--- config.mk ---
export PLATFORM = sky130hd
export DESIGN_NAME = vga_text_renderer
export DESIGN_NICKNAME = d
export VERILOG_FILES = /design/src/rtl/vga_text_renderer.sv
export SDC_FILE = /design/constraint.sdc
export NUM_CORES = 1
export LEC_CHECK = 0
export CORE_MARGIN = 4
export CORE_UTILIZATION = 55
export DETAILED_ROUTE_END_ITERATION = 12
export PLACE_DENSITY = 0.81
export SYNTH_ARGS = -nofsm -noshare
export SYNTH_HDL_FRONTEND = slang
export SYNTH_SLANG_ARGS = --single-unit
--- constraint.sdc ---
create_clock -name clk -period 4.2 [get_ports clk]
set_input_delay 1.05 -clock clk [delete_from_list [all_inputs] [get_ports clk]]
set_output_delay 1.05 -clock clk [all_outputs]
set_load 0.05 [all_outputs]
--- src/rtl/vga_text_renderer.sv ---
// vga_text_renderer: text-mode VGA pixel pipeline (timing, text/font fetch, cursor blink)
module vga_text_renderer #(
  parameter int H_ACTIVE = 640,
  parameter int H_FP = 16,
  parameter int H_SYNC = 96,
  parameter int H_BP = 48,
  parameter int V_ACTIVE = 480,
  parameter int V_FP = 10,
  parameter int V_SYNC = 2,
  parameter int V_BP = 33,
  parameter int COLS = 80,
  parameter int ROWS = 30
) (
  input  logic        clk,
  input  logic        rst_n,
  output logic [11:0] text_addr,
  input  logic [15:0] text_data,
  output logic [11:0] font_addr,
  input  logic [7:0]  font_data,
  input  logic        cursor_en,
  input  logic [6:0]  cursor_x,
  input  logic [4:0]  cursor_y,
  output logic        fb,
  output logic [3:0]  fg_color,
  output logic [3:0]  bg_color,
  output logic        hsync,
  output logic        vsync,
  output logic        de,
  output logic        frame_start
);
  localparam int H_TOTAL = H_ACTIVE + H_FP + H_SYNC + H_BP;
  localparam int V_TOTAL = V_ACTIVE + V_FP + V_SYNC + V_BP;
  logic [9:0] h_cnt, v_cnt;
  logic [4:0] frame_cnt;
  logic       cur_en_q;
  logic [6:0] cur_x_q;
  logic [4:0] cur_y_q;
  logic       h_wrap, v_wrap, act0, hs0, vs0, origin;
  logic       act1, hs1, vs1, fs1;
  logic [3:0] g1;
  logic [2:0] px1;
  logic [6:0] col1;
  logic [4:0] row1;
  logic       act2, hs2, vs2, fs2, hit2;
  logic [2:0] px2;
  logic [3:0] fg2, bg2;
  logic       hit1, fb_raw;
  assign h_wrap = h_cnt == 10'(H_TOTAL - 1);
  assign v_wrap = v_cnt == 10'(V_TOTAL - 1);
  assign origin = h_cnt == '0 && v_cnt == '0;
  assign act0 = h_cnt < 10'(H_ACTIVE) && v_cnt < 10'(V_ACTIVE);
  assign hs0 = h_cnt >= 10'(H_ACTIVE + H_FP) && h_cnt < 10'(H_ACTIVE + H_FP + H_SYNC);
  assign vs0 = v_cnt >= 10'(V_ACTIVE + V_FP) && v_cnt < 10'(V_ACTIVE + V_FP + V_SYNC);
  // blanking and reset park the address at cell 0 so it never leaves the grid
  assign text_addr = (rst_n && act0 && v_cnt[8:4] < 5'(ROWS)) ?
                     12'(v_cnt[8:4]) * 12'(COLS) + 12'(h_cnt[9:3]) : '0;
  assign font_addr = rst_n ? {text_data[7:0], g1} : '0;
  assign hit1 = cur_en_q && frame_cnt[4] && col1 == cur_x_q && row1 == cur_y_q && &g1[3:1];
  assign fb_raw = font_data[3'd7 - px2];
  always_ff @(posedge clk) begin
    if (!rst_n) begin
      h_cnt <= '0;
      v_cnt <= '0;
      frame_cnt <= '0;
      cur_en_q <= 1'b0;
      cur_x_q <= '0;
      cur_y_q <= '0;
      {act1, hs1, vs1, fs1, g1, px1, col1, row1} <= '0;
      {act2, hs2, vs2, fs2, hit2, px2, fg2, bg2} <= '0;
      fb <= 1'b0;
      fg_color <= '0;
      bg_color <= '0;
      de <= 1'b0;
      hsync <= 1'b1;
      vsync <= 1'b1;
      frame_start <= 1'b0;
    end else begin
      h_cnt <= h_wrap ? '0 : h_cnt + 10'd1;
      if (h_wrap) v_cnt <= v_wrap ? '0 : v_cnt + 10'd1;
      if (h_wrap && v_wrap) frame_cnt <= frame_cnt + 5'd1;
      if (origin) begin
        cur_en_q <= cursor_en;
        cur_x_q <= cursor_x;
        cur_y_q <= cursor_y;
      end
      act1 <= act0;
      hs1 <= hs0;
      vs1 <= vs0;
      fs1 <= act0 && origin;
      g1 <= v_cnt[3:0];
      px1 <= h_cnt[2:0];
      col1 <= h_cnt[9:3];
      row1 <= v_cnt[8:4];
      act2 <= act1;
      hs2 <= hs1;
      vs2 <= vs1;
      fs2 <= fs1;
      hit2 <= hit1;
      px2 <= px1;
      fg2 <= text_data[11:8];
      bg2 <= text_data[15:12];
      fb <= act2 && (fb_raw || hit2);
      fg_color <= act2 ? fg2 : '0;
      bg_color <= act2 ? bg2 : '0;
      de <= act2;
      hsync <= !hs2;
      vsync <= !vs2;
      frame_start <= fs2;
    end
  end
endmodule

==> results of run 1 <==
-- logic make-up (layout without fill, tap and decap cells) --
| group | after synthesis | in the layout |
|---|---|---|
| buffers and inverters | 35 | 106 |
| DFF | 90 | 90 |
| and+or+nand+nor | 174 | 174 |
| muxes | 9 | 9 |
| AOI/OAI and AO/OA | 54 | 54 |
| adders and majority gates | 16 | 16 |
| xor gates and xnor gates | 28 | 28 |
-- power groups by stage --
stage	Clock (mW)	Sequential (mW)	Combinational [mW]
3_5_place_dp	0	0.913	0.165
2_1_floorplan	0	0.917	0.0825
5_1_grt	0.620	0.897	0.177
6_report	0.572	0.894	0.164
4_1_cts	0.580	0.894	0.166
3_3_place_gp	0	0.912	0.161
-- final timing paths --
| check | start | to | slack (ns) | cells past startpoint |
|---|---|---|---|---|
| hold / removal | vs2$_SDFF_PN0_ | vsync$_SDFF_PN1_ | 0.37 | 1 |
| setup / recovery | v_cnt[6]$_SDFFE_PN0N_ | text_addr[10] | 0.27 | 9 |
| setup reg to reg | h_cnt[0]$_SDFF_PP0_ | v_cnt[0]$_SDFFE_PN0N_ | 1.87 | 5 |
| hold reg to reg | vs2$_SDFF_PN0_ | vsync$_SDFF_PN1_ | 0.37 | 1 |
-- repair_timing --
action                     4_1_cts  5_1_grt
setup endpoints to repair        0        1
gates resized for setup          0        2
buffers inserted                 0        0
-- cell usage in the layout, fill, tap and decap left out, types with 2 or more instances in the layout --
cell	Yosys	final
xor2_1	7	7
nand4_1	6	6
nor4_1	8	8
mux2_2	2	2
dfxtp_2	0	2
mux4_2	2	2
xnor2_1	21	21
buf_12	0	24
a21o_1	2	2
o21ai_0	21	21
mux2i_1	5	5
buf_4	3	2
or4_1	4	4
and2_2	2	2
inv_6	0	2
nand3_1	24	24
and3_2	3	3
clkbuf_8	0	9
nand2_1	11	11
and2_1	45	45
nor2_1	29	29
and4_1	4	4
or3_1	3	3
clkdlybuf4s50_1	0	51
a21oi_1	22	22
dfxtp_1	90	88
ha_1	14	14
o31ai_1	4	4
fa_1	2	2
and3_1	14	14
nor2b_1	6	6
inv_1	14	14
nor3_1	3	3
-- synth_stat cells, drive strengths merged, types with 2 or more instances --
| cell type | n |
|---|---|
| or3 | 4 |
| inv | 14 |
| and4 | 4 |
| nand3 | 24 |
| dfxtp | 90 |
| xor2 | 7 |
| mux2 | 2 |
| mux2i | 5 |
| nand4 | 7 |
| a21oi | 22 |
| buf | 8 |
| clkbuf | 13 |
| a21o | 2 |
| nor4 | 9 |
| o21ai | 21 |
| or4 | 4 |
| fa | 2 |
| mux4 | 2 |
| or2 | 2 |
| xnor2 | 21 |
| and3 | 17 |
| ha | 14 |
| nand2 | 11 |
| nor2 | 29 |
| and2 | 48 |
| o31ai | 4 |
| nor2b | 6 |
| nor3 | 3 |
| nand4bb | 2 |
-- routing by layer --
layer / share of wire / wire, um
met5: 0 / 0
met1: 0.43 / 3740
met3: 0.049 / 425
met2: 0.50 / 4390
met4: 0.019 / 166
-- registers in the layout, indices dropped and copies added (netlist names), 3 cells and up --
register   cells
bg2            4
bg_color       4
col1           7
cur_x_q        7
cur_y_q        5
fg2            4
fg_color       4
frame_cnt      5
g1             4
h_cnt         10
px1            3
px2            3
row1           5
v_cnt         10
-- worst reg2reg max path, cell delays in order, from the launching register on --
cell and delay (ns):
dfxtp_1 0.41, ha_1 0.27, nand4_4 0.17, or3_1 0.54, o21ai_0 0.67, nor2_1 0.14
-- layout make-up --
cell class,instances,share of cell area
timing repair buffer,77,0.198
sequential,90,0.356
inverter,14,0.0104
clock buffer,10,0.0252
clock inverter,5,0.0126
tap,96,0.0237
multi-input combinational,281,0.374
-- through the flow --
stage	instances	setup slack [ns]	util	instance area (um^2)
4_1_cts	573	0.144	0.742	5070
6_report	573	0.269	0.743	5070
3_3_place_gp	558	0.511	0.714	4880
3_5_place_dp	558	0.451	0.714	4880
2_1_floorplan	406	0.358	-	3870
5_1_grt	573	0.0775	0.743	5070
==> out/summary.log, run 1 <==
qor: layout.area_overhead_of_the_layout_relative_to_synthesis 31.0%
qor: global_routing.grt_pass1_wl 14,300 um
qor: synthesis.synth_top_area_share 0.465
qor: timing.setup_viol 0
qor: floorplanning.ioPinCount 76
qor: route.post-route-drc-count 0
qor: power_and_ir_drop.power.clock.fraction 0.351
qor: clock_network.ctsHtreeMaxLevel 3
qor: worst_setup_path.cp_data_required_time 3.15 ns
qor: worst_setup_path.path_cells ha_1, ha_1, inv_1, fa_1, xnor2_1, o211ai_1, or2_2, mux2i_1, buf_12
qor: power_and_ir_drop.power.density_cell_area 321 mW/mm^2
qor: placed_design.finalWeightedCongestion 0.867
qor: synthesis.postSynthCellCount 406
qor: global_routing.grt_use_met1 0.252
qor: global_routing.met2_resource_use_gr 0.369
qor: route.firstDrtPassIters 4
qor: clock_network.insertion_delay 0.35 ns
qor: power_and_ir_drop.report.power.total 1.63 mW
qor: worst_setup_path.worst-setup-path-type reg2out
qor: floorplanning.num_rows 30
qor: clock_network.hold_fix_buffers_cts 0
qor: synthesis.synth-seq-area-share 0.465
qor: layout.multi_input_area 0.00190 mm^2
qor: global_routing.grt_use_met3 0.0451
qor: route.dr.first_iter.drc_count 154
qor: synthesis.synth.top_cells.by_area dfxtp_1 (47%), and2_1 (7.3%), xnor2_1 (4.7%)
qor: synthesis.combinational_family_with_the_most_area_after_synthesis simple AND/OR/NAND/NOR gates
qor: synthesis.netlist-cell-type-count 51
qor: timing.setup_tns 0 ns
qor: worst_setup_path.arrival 2.88 ns
qor: worst_setup_path.slowest_stage dfxtp_1
qor: route.detail_route.wirelength 8720 um
qor: clock_network.clock_path_buffers 2
qor: global_routing.gr-total-overflow 0
qor: clock_network.cts.sink_count 90
qor: floorplanning.die_w 91.9 um
qor: synthesis.asyncSetResetFlopFracSynth 0
qor: power_and_ir_drop.power_internal 1.24 mW
qor: synthesis.ys_dominant_reg_cell dfxtp_1
qor: timing.drv_slew 0
qor: timing.skew 0.00868 ns
qor: timing.unrepaired_setup_endpoints_after_global_routing false
qor: power_and_ir_drop.pwr-share-seq 0.548
qor: layout.fraction_of_layout_cells_with_a_size_suffix_above_1 0.122
qor: timing.hold-worst-slack 0.375 ns
qor: power_and_ir_drop.vdd_ir_drop_max 0.170 mV
qor: layout.register_area 0.00180 mm^2
qor: power_and_ir_drop.share_comb_of_total_power 0.101
qor: synthesis.synth.area.mux_share 0.0304
qor: clock_network.clock_tree_from_tritoncts done
qor: synthesis.synth_enable_flop_cells 0
qor: route.post_drt_wl_per_cell 15.2 um
qor: layout.fillers 506
qor: route.via_per_inst 5.39
qor: global_routing.first_global_vias 2,996
qor: worst_setup_path.timing.critical_path.fanout_max 10
qor: worst_setup_path.path_delay_family adder cells
qor: synthesis.compound_cell_area_share_of_the_yosys_netlist 0.0766
qor: timing.final.period_utilization 0.936
qor: timing.max-slew-margin-rel 0.339
qor: clock_network.clk_pin_slew 0.08 ns
qor: power_and_ir_drop.p_leak 1.98 nW
qor: worst_setup_path.worst_path_bufs_invs 2
qor: synthesis.ys_seq_elements 90
qor: layout.nets 528
qor: clock_network.cts.root.buffer_cell clkbuf_8
qor: layout.antennaDiodeCount 0
qor: synthesis.synthXorXnorAreaFrac 0.0633
qor: route.antenna_left 0
qor: global_routing.grt_usage 0.211
qor: power_and_ir_drop.power.switching_fraction 0.240
qor: floorplanning.dieArea 0.00845 mm^2
qor: clock_network.numCtsBuffers 9
qor: synthesis.synth.avg_cell_area 9.54 um^2
qor: worst_setup_path.critPathMostFrequentCell ha_1
qor: synthesis.synthesis.area 0.00387 mm^2
qor: floorplanning.coreArea 0.00683 mm^2
qor: synthesis.post-synth-top-area-cell dfxtp_1
qor: timing.finalWorstPathRequiredPeriod 3.93 ns
qor: floorplanning.starting_density_of_the_core 0.567
qor: timing.max_freq 0.254 GHz
qor: synthesis.ys.warnings.count 0
qor: power_and_ir_drop.power.switching 0.391 mW
qor: timing.hold_viol 0
qor: global_routing.routing_layer_with_the_top_usage_in_global_route met2
qor: worst_hold_path.worst_hold_path_type reg2reg
qor: global_routing.antenna_found_initial 0
qor: worst_setup_path.cp-start-kind flop
qor: global_routing.grt_max_degree 58
qor: placed_design.place_hpwl 6360 um
qor: route.vias 3,086
qor: floorplanning.die_height 91.9 um
qor: flow_run.cap_viol_max_count 0
qor: outcome.outcome complete, no violations
qor: worst_setup_path.max_incr_delay_on_cp 0.53 ns
qor: synthesis.synth_fa_ha_area_frac 0.0556
qor: worst_setup_path.cp-end-kind output port
qor: placed_design.portBuffers 75
qor: timing.tightest_slew 0.990 ns
qor: synthesis.synth_area_in_simple_gates 0.265
qor: synthesis.postSynthNetCount 461
No activity file was read; power rests on OpenSTA's default activity.
==> run 2: changes to the inputs <==
--- a/config.mk
+++ b/config.mk
@@ -6,9 +6,10 @@
 export NUM_CORES = 1
 export LEC_CHECK = 0
 export CORE_MARGIN = 4
-export CORE_UTILIZATION = 55
+export CORE_UTILIZATION = 51
 export DETAILED_ROUTE_END_ITERATION = 12
-export PLACE_DENSITY = 0.81
+export PLACE_DENSITY = 0.76
+export REMOVE_ABC_BUFFERS = 1
 export SYNTH_ARGS = -nofsm -noshare
 export SYNTH_HDL_FRONTEND = slang
 export SYNTH_SLANG_ARGS = --single-unit
==> constraint.sdc (replaced) <==
create_clock -name clk -period 3.87 [get_ports clk]
set_input_delay 0.9675 -clock clk [delete_from_list [all_inputs] [get_ports clk]]
set_output_delay 0.9675 -clock clk [all_outputs]
set_load 0.05 [all_outputs]
==> run 2 against run 1 <==
Compared with the run above:
- power grew 18%
- register-to-register slack lost 0.34 ns
- core utilization is 3.7 points lower
- routed wire length shrank 0.29%
- largest cell class unchanged
- largest power group unchanged
- highest routed layer unchanged
==> out/summary.log, run 2 (synthesized netlist as in run 1, its figures left out) <==
qor: timing.hold_viol 0
qor: timing.final.period_utilization 0.973
qor: worst_setup_path.cp-start-kind flop
qor: global_routing.grt_max_degree 58
qor: timing.skew 0.00865 ns
qor: worst_setup_path.timing.critical_path.fanout_max 11
qor: layout.mostFrequentLayoutCell dfxtp_1
qor: timing.drv_slew 0
qor: placed_design.place_hpwl 6220 um
qor: worst_setup_path.critPathMostFrequentCell ha_1
qor: clock_network.clock_tree_from_tritoncts done
qor: layout.largest_regs h_cnt: 10 flops, v_cnt: 10 flops
qor: worst_setup_path.r2r_start h_cnt[0]$_SDFF_PP0_
qor: clock_network.cts.root.buffer_cell clkbuf_8
qor: route.detail_route.wirelength 8700 um
qor: global_routing.grt_usage 0.197
qor: global_routing.gr-total-overflow 0
qor: floorplanning.num_rows 31
qor: floorplanning.die_w 95.1 um
qor: floorplanning.die_height 95.1 um
qor: layout.area_overhead_of_the_layout_relative_to_synthesis 33.6%
qor: layout.finalCoreUtilization 0.706
qor: floorplanning.ioPinCount 76
qor: timing.max_freq 0.266 GHz
qor: worst_setup_path.worst-setup-path-type reg2out
qor: clock_network.cts.sink_count 90
qor: global_routing.antenna_found_initial 0
qor: worst_setup_path.path_delay_family adder cells
qor: layout.antennaDiodeCount 0
qor: worst_setup_path.worst_path_bufs_invs 2
qor: worst_hold_path.worst_hold_path_type reg2reg
qor: placed_design.finalWeightedCongestion 0.906
qor: power_and_ir_drop.report.power.total 1.92 mW
qor: layout.nets 530
qor: worst_setup_path.cp_data_required_time 2.90 ns
qor: clock_network.hold_fix_buffers_cts 0
qor: worst_setup_path.crit_path_start v_cnt[5]$_SDFFE_PN0N_
qor: placed_design.portBuffers 75
qor: timing.setup_viol 0
qor: route.vias 3,070
qor: route.firstDrtPassIters 4
qor: outcome.outcome complete, no violations
qor: clock_network.numCtsBuffers 9
qor: layout.fraction_of_layout_cells_with_a_size_suffix_above_1 0.138
qor: power_and_ir_drop.power.density_cell_area 372 mW/mm^2
qor: clock_network.insertion_delay 0.35 ns
qor: worst_setup_path.arrival 2.80 ns
qor: route.post_drt_wl_per_cell 15.0 um
qor: global_routing.first_global_vias 2,859
qor: timing.setup_tns 0 ns
qor: flow_run.cap_viol_max_count 0
qor: power_and_ir_drop.p_leak 2.02 nW
qor: clock_network.clk_pin_slew 0.09 ns
qor: clock_network.clock_path_buffers 2
qor: timing.postLayoutSetupSlackWorst 0.105 ns
qor: worst_setup_path.max_incr_delay_on_cp 0.46 ns
qor: route.antenna_left 0
qor: worst_setup_path.r2r.worst_path.cells 5
qor: clock_network.ctsHtreeMaxLevel 3
qor: floorplanning.coreArea 0.00733 mm^2
qor: global_routing.grt_pass1_wl 14,000 um
qor: timing.tightest_slew 0.966 ns
qor: worst_setup_path.path_cells ha_1, ha_1, inv_1, fa_1, nor2b_2, o211ai_1, or2_2, mux2i_4, buf_12
qor: floorplanning.dieArea 0.00905 mm^2
qor: timing.max-slew-margin-rel 0.355
qor: power_and_ir_drop.vdd_ir_drop_max 0.216 mV
qor: worst_hold_path.whs_path_cells 1
qor: route.dr.first_iter.drc_count 149
qor: floorplanning.starting_density_of_the_core 0.528
qor: route.via_per_inst 5.30
qor: placed_design.post-place-ws 0.229 ns
qor: layout.mostFrequentLayoutCells dfxtp_1 (87), clkdlybuf4s50_1 (51), and2_1 (45), nor2_1 (29)
qor: worst_setup_path.slowest_stage fa_1
qor: worst_setup_path.cp-end-kind output port
qor: worst_hold_path.min_from vs2$_SDFF_PN0_
qor: timing.unrepaired_setup_endpoints_after_global_routing false
qor: worst_setup_path.critical_path_depth 9
qor: timing.hold-worst-slack 0.378 ns
qor: timing.finalWorstPathRequiredPeriod 3.77 ns
qor: route.post-route-drc-count 0
## run 2: layout make-up
type	count	area, um^2
clock buffer	9	124
clock inverter	7	121
fill	557	2160
inverter	14	52.6
multi-input combinational	281	1920
sequential	90	1810
tap	99	124
timing repair buffer	79	1020
## run 2: what timing repair did
action                     CTS  global route
setup endpoints to repair    1             1
setup buffers                0             0
gates resized for setup      4             4
## run 2: power breakdown
| group | switching [mW] | internal [mW] | leakage [nW] |
|---|---|---|---|
| clock network | 0.339 | 0.435 | 0.125 |
| registers | 0.0164 | 0.952 | 0.734 |
| logic | 0.0883 | 0.0915 | 1.17 |
| total | 0.444 | 1.48 | 2.02 |
## run 2: worst paths after layout
kind | to | slack, ns
worst max-delay path | text_addr[10] | 0.10
worst min-delay path | vsync$_SDFF_PN1_ | 0.38
worst min register to register | vsync$_SDFF_PN1_ | 0.38
worst max register to register | v_cnt[4]$_SDFFE_PN0N_ | 1.53
## run 2: metal layers
metal	track usage	up-vias	routed length (um)
met4	0.0709	0	119
met1	0.261	1409	3750
met2	0.321	111	4080
met3	0.0379	11	756
met5	0	-	0
li1	-	1539	-
## run 2: per-stage QoR
stage	cell area [um^2]	instances
after floorplan	3750	385
after global placement	4900	563
after detailed placement	4900	563
after CTS	5150	579
after global routing	5170	579
final	5170	579
==> run 3: changes to the inputs <==
--- a/config.mk
+++ b/config.mk
@@ -6,9 +6,9 @@
 export NUM_CORES = 1
 export LEC_CHECK = 0
 export CORE_MARGIN = 4
-export CORE_UTILIZATION = 51
+export CORE_UTILIZATION = 40
 export DETAILED_ROUTE_END_ITERATION = 12
-export PLACE_DENSITY = 0.76
+export PLACE_DENSITY = 0.61
 export REMOVE_ABC_BUFFERS = 1
 export SYNTH_ARGS = -nofsm -noshare
 export SYNTH_HDL_FRONTEND = slang
==> run 3 against run 2 <==
Compared with the run above:
- count of clock-buffer cells in the layout unchanged
- core utilization is 15 points lower
- die area is 25% higher
- sequential power about the same
- clock skew about the same
- flip-flop and latch count unchanged
- critical endpoint unchanged
- critical path type unchanged
==> out/summary.log, run 3 (synthesized netlist as in run 1, its figures left out) <==
qor: power_and_ir_drop.p_leak 2.01 nW
qor: clock_network.clock_tree_from_tritoncts done
qor: worst_setup_path.cp-end-kind output port
qor: route.detail_route.wirelength 9040 um
qor: layout.antennaDiodeCount 0
qor: worst_setup_path.worst-setup-path-type reg2out
qor: global_routing.antenna_found_initial 0
qor: clock_network.cts.root.buffer_cell clkbuf_8
qor: timing.max_freq 0.265 GHz
qor: layout.area_overhead_of_the_layout_relative_to_synthesis 33.4%
qor: power_and_ir_drop.share_comb_of_total_power 0.101
qor: flow_run.cap_viol_max_count 0
qor: layout.largest_regs h_cnt: 10 flops, v_cnt: 10 flops
qor: outcome.outcome complete, no violations
qor: worst_setup_path.cp-start-kind flop
qor: power_and_ir_drop.pwr-share-seq 0.542
qor: timing.tightest_slew 1.02 ns
qor: timing.finalWorstPathRequiredPeriod 3.77 ns
qor: timing.setup_tns 0 ns
qor: worst_setup_path.slowest_stage fa_1
qor: worst_setup_path.critPathMostFrequentCell ha_1
qor: global_routing.grt_usage 0.161
qor: worst_setup_path.r2r.worst_path.cells 5
qor: route.via_per_inst 5.04
qor: placed_design.area_after_detailed_placement 0.00495 mm^2
qor: timing.drv_slew 0
qor: global_routing.grt_max_degree 58
qor: power_and_ir_drop.report.power.total 1.79 mW
qor: clock_network.numCtsBuffers 9
qor: global_routing.gr-total-overflow 0
qor: power_and_ir_drop.power.clock.fraction 0.358
qor: power_and_ir_drop.power_internal 1.30 mW
qor: route.dr.first_iter.drc_count 124
qor: clock_network.clk_pin_slew 0.10 ns
qor: timing.final.period_utilization 0.975
qor: layout.register_area 0.00180 mm^2
qor: clock_network.hold_fix_buffers_cts 0
qor: clock_network.clock_path_buffers 2
qor: worst_setup_path.max_incr_delay_on_cp 0.46 ns
qor: power_and_ir_drop.power.switching 0.484 mW
qor: worst_setup_path.path_cells ha_1, ha_1, inv_1, fa_1, nor2b_2, o211ai_1, or2_2, mux2i_2, buf_12
qor: layout.fillers 854
qor: timing.setup_viol 0
qor: power_and_ir_drop.vdd_ir_drop_max 0.173 mV
qor: route.antenna_left 0
qor: floorplanning.dieArea 0.0113 mm^2
qor: timing.unrepaired_setup_endpoints_after_global_routing false
qor: layout.nets 532
qor: floorplanning.die_w 106 um
qor: floorplanning.die_height 106 um
qor: route.vias 3,081
qor: power_and_ir_drop.power.switching_fraction 0.271
qor: layout.multi_input_area 0.00191 mm^2
qor: route.firstDrtPassIters 4
qor: worst_setup_path.r2r_start h_cnt[0]$_SDFF_PP0_
qor: layout.finalCoreUtilization 0.554
qor: floorplanning.starting_density_of_the_core 0.415
qor: global_routing.first_global_vias 2,909
qor: clock_network.ctsHtreeMaxLevel 3
qor: placed_design.place_hpwl 6370 um
qor: layout.post-route-cell-area 0.00517 mm^2
qor: timing.hold_viol 0
qor: route.post-route-drc-count 0
qor: layout.finish.cell_count_without_fillers 611
qor: placed_design.finalWeightedCongestion 0.808
qor: placed_design.portBuffers 75
qor: timing.skew 0.00852 ns
qor: worst_hold_path.whs_path_cells 1
qor: clock_network.insertion_delay 0.36 ns
qor: worst_setup_path.timing.critical_path.fanout_max 10
qor: layout.fraction_of_layout_cells_with_a_size_suffix_above_1 0.139
qor: layout.mostFrequentLayoutCells dfxtp_1 (88), clkdlybuf4s50_1 (51), and2_1 (45), nor2_1 (29)
qor: placed_design.post-place-cells 595
qor: floorplanning.num_rows 35
qor: worst_setup_path.cp_data_required_time 2.90 ns
qor: worst_hold_path.min_from hs2$_SDFF_PN0_
qor: timing.max-slew-margin-rel 0.320
qor: worst_setup_path.arrival 2.81 ns
qor: worst_setup_path.reg2reg_setup_slack 1.58 ns
qor: floorplanning.ioPinCount 76
qor: layout.mostFrequentLayoutCell dfxtp_1
qor: power_and_ir_drop.power.density_cell_area 346 mW/mm^2
qor: clock_network.cts.sink_count 90
qor: worst_hold_path.worst_hold_path.endpoint hsync$_SDFF_PN1_
qor: global_routing.grt_pass1_wl 14,700 um
qor: worst_hold_path.worst_hold_path_type reg2reg
qor: route.post_drt_wl_per_cell 14.8 um
qor: worst_setup_path.critical_path.reg2reg.endpoint v_cnt[5]$_SDFFE_PN0N_
qor: floorplanning.coreArea 0.00933 mm^2
-- run 3: final cells by class --
cell class	instances	area share
clock buffers	9	0.0240
clock inverters	7	0.0148
inverters	14	0.0102
multi-input cells	281	0.370
flip-flops and latches	90	0.349
well taps	129	0.0312
repair buffers	81	0.200
-- run 3: worst max-delay path by stage --
| stage | depth (start not counted) | to | slack (ns) | startpoint |
|---|---|---|---|---|
| 2_1_floorplan | 8 | text_addr[10] | 0.07 | v_cnt[5]$_SDFFE_PN0N_ |
| 3_3_place_gp | 6 | text_addr[10] | 0.31 | rst_n |
| 3_5_place_dp | 9 | text_addr[10] | 0.35 | v_cnt[7]$_SDFFE_PN0N_ |
| 4_1_cts | 9 | text_addr[10] | 0.03 | v_cnt[7]$_SDFFE_PN0N_ |
| 5_1_grt | 9 | text_addr[10] | 0.008 | v_cnt[7]$_SDFFE_PN0N_ |
| 6_report | 9 | text_addr[10] | 0.1 | v_cnt[7]$_SDFFE_PN0N_ |
-- run 3: metrics by stage --
step / setup WS, ns / hold slack (ns)
final: 0.0974 / 0.376
after global routing: 0.00827 / 0.389
after CTS: 0.0265 / 0.383
after detailed placement: 0.347 / 0.357
after global placement: 0.314 / 0.356
after floorplan: 0.0706 / 0.350
-- run 3: metal layers --
metal,up-vias,GRT usage,wire (um)
met5,-,0,0
met4,0,0.0463,99
met3,10,0.0480,593
met2,89,0.259,4200
met1,1446,0.210,4140
li1,1536,-,-
-- run 3: power by group through the flow --
stage | combinational (mW) | clock (mW) | sequential, mW
6_report | 0.180 | 0.640 | 0.969
5_1_grt | 0.196 | 0.701 | 0.973
4_1_cts | 0.182 | 0.658 | 0.969
3_5_place_dp | 0.182 | 0 | 0.991
3_3_place_gp | 0.179 | 0 | 0.990
2_1_floorplan | 0.0812 | 0 | 0.995
-- run 3: what timing repair did --
item                                    CTS  global route
endpoints found under the setup margin    1             1
cloned                                    0             0
buffers inserted                          0             0
pin swaps                                 0             0
resized for setup                         2             3
-- run 3: critical path: cells and delay by family (launching register included) --
kind / cells / cell delay (ns)
and+or+nand+nor: 2 / 0.50
AOI/OAI and AO/OA: 1 / 0.12
DFF: 1 / 0.44
buffers and inverters: 2 / 0.24
adders and majority gates: 3 / 0.93
muxes: 1 / 0.22
